**src/rtl/pipe_pkg.sv**
```systemverilog
`default_nettype none
// +--------------------------------------------------------------------------+
// | pipe_pkg : shared stage metadata, forwarding selects and match helper    |
// | Revision : 1.0                                                           |
// +--------------------------------------------------------------------------+
package pipe_pkg;

  // Register indices are carried at this width; narrower cores zero-extend.
  localparam int REG_IDX_MAX_W = 8;

  typedef logic [REG_IDX_MAX_W-1:0] reg_idx_t;

  typedef struct packed {
    logic     valid;
    reg_idx_t rd;
    reg_idx_t rs1;
    reg_idx_t rs2;
    logic     regwrite;
    logic     memread;
  } stage_meta_t;

  localparam logic [1:0] FWD_REG   = 2'b00;
  localparam logic [1:0] FWD_EXMEM = 2'b10;
  localparam logic [1:0] FWD_MEMWB = 2'b01;

  localparam stage_meta_t c_stage_bubble = '0;

  // x0 is hard-wired zero, so it is never a real producer.
  function automatic logic writes_reg(input stage_meta_t e, input reg_idx_t r);
    return e.valid && e.regwrite && (e.rd != '0) && (e.rd == r);
  endfunction

endpackage
`default_nettype wire

```
**src/rtl/pipeline_hazard_ctrl_sat_counter.sv**
```systemverilog
`default_nettype none
// +--------------------------------------------------------------------------+
// | sat_counter : W-bit event counter that sticks at all-ones                |
// | Revision    : 1.0                                                        |
// +--------------------------------------------------------------------------+
module sat_counter #(
  parameter int W = 16
) (
  input  logic         clock,
  input  logic         reset,
  input  logic         inc,
  output logic [W-1:0] value
);

  logic [W-1:0] r_value;

  always_ff @(posedge clock or negedge reset) begin
    if (!reset) begin
      r_value <= '0;
    end else if (inc && (r_value != {W{1'b1}})) begin
      r_value <= r_value + W'(1);
    end
  end

  assign value = r_value;

endmodule
`default_nettype wire

```
**src/rtl/pipeline_hazard_ctrl.sv**
```systemverilog
`default_nettype none
// +--------------------------------------------------------------------------+
// | pipeline_hazard_ctrl : 5-stage stall/flush/forwarding control with a     |
// |                        shadow metadata pipe and saturating counters      |
// | Revision             : 1.0                                               |
// +--------------------------------------------------------------------------+
module pipeline_hazard_ctrl
  import pipe_pkg::*;
#(
  parameter int REG_ADDR_W = 5,
  parameter bit FWD_EN     = 1'b1,
  parameter int CNT_W      = 16
) (
  input  logic                  clock,
  input  logic                  reset,
  input  logic                  id_valid,
  input  logic [REG_ADDR_W-1:0] id_rs1,
  input  logic [REG_ADDR_W-1:0] id_rs2,
  input  logic                  id_use_rs1,
  input  logic                  id_use_rs2,
  input  logic [REG_ADDR_W-1:0] id_rd,
  input  logic                  id_regwrite,
  input  logic                  id_memread,
  input  logic                  ex_branch_taken,
  input  logic                  mem_busy,
  output logic                  pc_en,
  output logic                  if_id_en,
  output logic                  if_id_flush,
  output logic                  id_ex_bubble,
  output logic                  pipe_en,
  output logic [1:0]            fwd_a,
  output logic [1:0]            fwd_b,
  output logic [CNT_W-1:0]      stall_cnt,
  output logic [CNT_W-1:0]      flush_cnt
);

  stage_meta_t r_ex_q;
  stage_meta_t r_mem_q;
  stage_meta_t r_wb_q;
  stage_meta_t w_id_meta;

  reg_idx_t w_rs1;
  reg_idx_t w_rs2;
  logic     w_ex_hits;
  logic     w_mem_hits;
  logic     w_load_use;
  logic     w_raw_nofwd;
  logic     w_hazard;

  assign w_rs1 = reg_idx_t'(id_rs1);
  assign w_rs2 = reg_idx_t'(id_rs2);

  assign w_id_meta = '{valid:    id_valid,
                       rd:       reg_idx_t'(id_rd),
                       rs1:      w_rs1,
                       rs2:      w_rs2,
                       regwrite: id_regwrite,
                       memread:  id_memread};

  assign w_ex_hits  = (id_use_rs1 && writes_reg(r_ex_q, w_rs1)) ||
                      (id_use_rs2 && writes_reg(r_ex_q, w_rs2));
  assign w_mem_hits = (id_use_rs1 && writes_reg(r_mem_q, w_rs1)) ||
                      (id_use_rs2 && writes_reg(r_mem_q, w_rs2));

  assign w_load_use  = w_ex_hits && r_ex_q.memread;
  // Write-first regfile means a WB-stage producer is already visible in ID.
  assign w_raw_nofwd = (FWD_EN == 1'b0) && (w_ex_hits || w_mem_hits);
  assign w_hazard    = id_valid && (w_load_use || w_raw_nofwd);

  always_comb begin
    pc_en        = 1'b1;
    if_id_en     = 1'b1;
    pipe_en      = 1'b1;
    if_id_flush  = 1'b0;
    id_ex_bubble = 1'b0;
    if (mem_busy) begin
      pc_en    = 1'b0;
      if_id_en = 1'b0;
      pipe_en  = 1'b0;
    end else if (ex_branch_taken) begin
      if_id_flush  = 1'b1;
      id_ex_bubble = 1'b1;
    end else if (w_hazard) begin
      pc_en        = 1'b0;
      if_id_en     = 1'b0;
      id_ex_bubble = 1'b1;
    end
  end

  generate
    if (FWD_EN) begin : g_fwd
      assign fwd_a = writes_reg(r_mem_q, r_ex_q.rs1) ? FWD_EXMEM :
                     writes_reg(r_wb_q,  r_ex_q.rs1) ? FWD_MEMWB : FWD_REG;
      assign fwd_b = writes_reg(r_mem_q, r_ex_q.rs2) ? FWD_EXMEM :
                     writes_reg(r_wb_q,  r_ex_q.rs2) ? FWD_MEMWB : FWD_REG;
    end else begin : g_nofwd
      assign fwd_a = FWD_REG;
      assign fwd_b = FWD_REG;
    end
  endgenerate

  always_ff @(posedge clock or negedge reset) begin
    if (!reset) begin
      r_ex_q  <= c_stage_bubble;
      r_mem_q <= c_stage_bubble;
      r_wb_q  <= c_stage_bubble;
    end else if (pipe_en) begin
      r_wb_q  <= r_mem_q;
      r_mem_q <= r_ex_q;
      r_ex_q  <= id_ex_bubble ? c_stage_bubble : w_id_meta;
    end
  end

  sat_counter #(.W(CNT_W)) u_stall_cnt (
    .clock (clock),
    .reset (reset),
    .inc   (!mem_busy && !ex_branch_taken && w_hazard),
    .value (stall_cnt)
  );

  sat_counter #(.W(CNT_W)) u_flush_cnt (
    .clock (clock),
    .reset (reset),
    .inc   (!mem_busy && ex_branch_taken),
    .value (flush_cnt)
  );

  // Source fields of the later stages only matter while the entry sits in EX.
  logic w_unused;
  assign w_unused = ^{r_mem_q.rs1, r_mem_q.rs2, r_mem_q.memread,
                      r_wb_q.rs1, r_wb_q.rs2, r_wb_q.memread};

endmodule
`default_nettype wire

```
**config.mk**
```make
export PLATFORM = sky130hd
export DESIGN_NAME = pipeline_hazard_ctrl
export DESIGN_NICKNAME = d
export VERILOG_FILES = /design/src/rtl/pipe_pkg.sv /design/src/rtl/pipeline_hazard_ctrl_sat_counter.sv /design/src/rtl/pipeline_hazard_ctrl.sv
export SDC_FILE = /design/constraint.sdc
export NUM_CORES = 1
export LEC_CHECK = 0
export BUFFER_PORTS_ARGS = -buffer_cell sky130_fd_sc_hd__buf_2
export CAP_MARGIN = 20
export CORE_MARGIN = 4
export CORE_UTILIZATION = 45
export CTS_CLUSTER_DIAMETER = 120
export DETAILED_ROUTE_END_ITERATION = 8
export PLACE_DENSITY = 0.77
export SYNTH_ARGS = -nofsm -noshare
export SYNTH_HDL_FRONTEND = slang
export SYNTH_HIERARCHICAL = 1
export SYNTH_SLANG_ARGS = --single-unit
```
**constraint.sdc**
```tcl
create_clock -name clock -period 5.2 [get_ports clock]
set_input_delay 0.52 -clock clock [delete_from_list [all_inputs] [get_ports clock]]
set_output_delay 0.52 -clock clock [all_outputs]
set_load 0.02 [all_outputs]
```
==> impl_metrics.csv <==
group,metric,value,unit
run_status,outcome,"complete, no violations",
routing,firstDrtPassIters,4,
floorplan,die_h,97.2,µm
setup_path,cpPeakStageDelay,820,ps
clocking,clock_latency,330,ps
sta,drv_slew,0,
sta,finalClockSkew,8.93,ps
floorplan,coreArea,7730,µm²
setup_path,r2r_setup_slack,2080,ps
routing,wl_met2,3.88,mm
clocking,cts_buffers,9,
floorplan,die_w,97.2,µm
setup_path,cp_data_required_time,5410,ps
routing,drc,0,
worst_hold_path,hold_class,"input port to async pin",
floorplan,ios,65,
clocking,tritoncts,"done",
logic_synthesis,synth_edf_count,0,
sta,worstMarginPinSlew,971,ps
sta,fmax,0.321,GHz
floorplan,num_rows,32,
floorplan,start_util,46.3,%
routing,finalWirelength,8.29,mm
sta,setup_viol,0,
placement,port_buffers,64,
clocking,cts-root-buf,"clkbuf_8",
logic_synthesis,synth.most_common_cell,"dfrtp_1",
setup_path,r2r_cells,9,
power,ir_worst_vdd,0.191,mV
clocking,clockBufferDepth,2,
sta,grt_setup_unrepaired,"no",
grt,grt_pass1_wl,13.8,mm
routing,drtIter0Drc,159,
routing,vias_per_cell,5.81,
logic_synthesis,yosysWarnings,6,
setup_path,crit_chain,"xnor2_1, nand4_1, o22ai_1, buf_4, nor4b_1, nand2_1, nor4_4, nand4_1, xnor2_1",
layout,diodes,0,
logic_synthesis,synth_top_area_share,44.8,%
clocking,post_cts_buffers,0,
setup_path,critPathMaxFanout,21,
logic_synthesis,synth_cell_type_count,45,
setup_path,reg2reg_to,"u_stall_cnt/value[14]",
sta,period_share,60.0,%
logic_synthesis,yosys-top-cells-area,"dfrtp_1 (45%), xnor2_1 (6.4%), mux2_2 (4.4%)",
grt,antenna_found_initial,0,
sta,slew_headroom,34.4,%
sta,finalSetupTns,0,ps
setup_path,arrival,3330,ps
layout,postLayoutCoreUtil,54.4,%
sta,hold_ws,363,ps
setup_path,start_kind,"register",
setup_path,end_kind,"register",
sta,hold_violations,0,
setup_path,crit_buf_inv,1,
flow_run,maxCapViolCount,0,
power,power_density,324,nW/µm²
floorplan,die_area,9440,µm²
logic_synthesis,ys.flop_type,"dfrtp_1",
routing,highest_layer,"met4",
routing,num_vias,2858,
logic_synthesis,ys_ff_latch,64,
logic_synthesis,synthArstFlopShare,100,%
routing,wl_met3,532,µm
placement,detailed_place_hpwl,5.83,mm
clocking,cts_resized,0,
clocking,clock_sinks,64,
routing,wl_per_cell,16.9,µm
routing,wirelength_met1,3.78,mm
setup_path,crit_slowest_cell,"nor4b_1",
sta,period_minus_slack,3120,ps
clocking,htree_levels,3,
logic_synthesis,postSynthNetCount,347,
logic_synthesis,syn_inst,321,
logic_synthesis,yosysTopAreaCell,"dfrtp_1",
logic_synthesis,yosysSeqAreaShare,44.8,%
placement,gp_congestion,0.864,
setup_path,path_class,"register to register",
logic_synthesis,synth_commonest_cells,"dfrtp_1 (64), xnor2_1 (26), nand2_1 (22)",
layout,syn_to_final_growth,17.4,%
layout,nNetsFinal,412,
power,leakagePower,1.89,nW
clocking,cts.clk_slew.worst_paths,70,ps
grt,grt_overflow_total,0,
routing,antenna_left,0,
setup_path,rr_startpoint,"r_ex_q[18]",
logic_synthesis,postSynthAreaPerCell,11.1,µm²
logic_synthesis,syn_area,3580,µm²
clocking,ctsHoldBuffers,0,
grt,grt_usage,17.6,%
setup_path,path_delay_family,"simple AND/OR/NAND/NOR gates",
grt,grt_pass1_vias,2702,
layout,drive_gt1_share,30.8,%
grt,grt_max_degree,65,
==> flip-flops by register name, indices dropped and copies added, names as in the netlist <==
signal	count
r_mem_q	7
r_ex_q	18
u_flush_cnt/value	16
r_wb_q	7
u_stall_cnt/value	16
==> per-layer routing <==
metal | up-vias | GRT usage, %
li1 | 1367 | -
met1 | 1404 | 24.5
met2 | 79 | 26.8
met3 | 8 | 5.53
met4 | 0 | 4.54
met5 | - | 0
==> power breakdown <==
group	internal, mW	switching, mW
sequential	0.556	0.0876
combinational	0.111	0.130
clock	0.293	0.184
total	0.960	0.402
==> logic make-up after synthesis <==
logic type	count (synthesis)	share of synthesized area [%]
AND/OR/NAND/NOR	109	22.2
AO/OA/AOI/OAI	72	14.5
flip-flops	64	44.8
XOR/XNOR	44	10.8
multiplexers	16	5.03
buffers and inverters	14	1.99
adder cells (fa/ha/maj)	2	0.699
==> final cells by class <==
type,instances,area [µm²]
multi-input cells,243,1910
inverters,1,3.75
well taps,102,128
clock inverters,3,65.1
repair buffers,67,343
clock buffers,12,155
flip-flops and latches,64,1600
fillers,660,3530
==> placed cells by master, fill, tap and decap left out, types with 3 or more instances in the layout <==
cell type	Yosys	routed
a21oi_1	6	6
nand3_1	12	12
and3_1	4	4
a32oi_1	14	14
and4_1	3	3
nand2_1	22	22
buf_4	1	3
buf_2	0	64
clkbuf_8	0	11
nor3b_1	6	6
o21a_1	10	10
o211ai_1	3	3
nor2_1	7	7
nand3b_1	6	6
nand4_1	18	18
or4_1	5	5
nor4_4	4	4
mux2_2	14	14
o21ai_0	20	20
dfrtp_1	64	64
a31oi_1	6	6
xor2_1	18	18
a22oi_1	6	6
xnor2_1	26	26
==> stage by stage <==
step           area [µm²]  setup slack (ps)  total power [mW]  cells
6_report             4200              2080              1.36    492
5_1_grt              4200              1820              1.44    492
4_1_cts              4200              2070              1.38    492
3_5_place_dp         3980              1980             0.895    477
3_3_place_gp         3980              2120             0.883    477
2_1_floorplan        3580              2670             0.800    321
==> worst max path at each step <==
stage | cells after the start | startpoint | endpoint | slack [ps]
after global placement | 10 | id_rs1[4] | u_stall_cnt/value[14] | 2120
after detailed placement | 10 | id_rs1[0] | u_stall_cnt/value[14] | 1980
after global routing | 9 | r_ex_q[18] | u_stall_cnt/value[14] | 1820
after floorplan | 8 | id_rs2[1] | u_stall_cnt/value[14] | 2670
after CTS | 9 | r_ex_q[18] | u_stall_cnt/value[14] | 2070
final | 9 | r_ex_q[18] | u_stall_cnt/value[14] | 2080
Power figures use the tool's default switching activity.
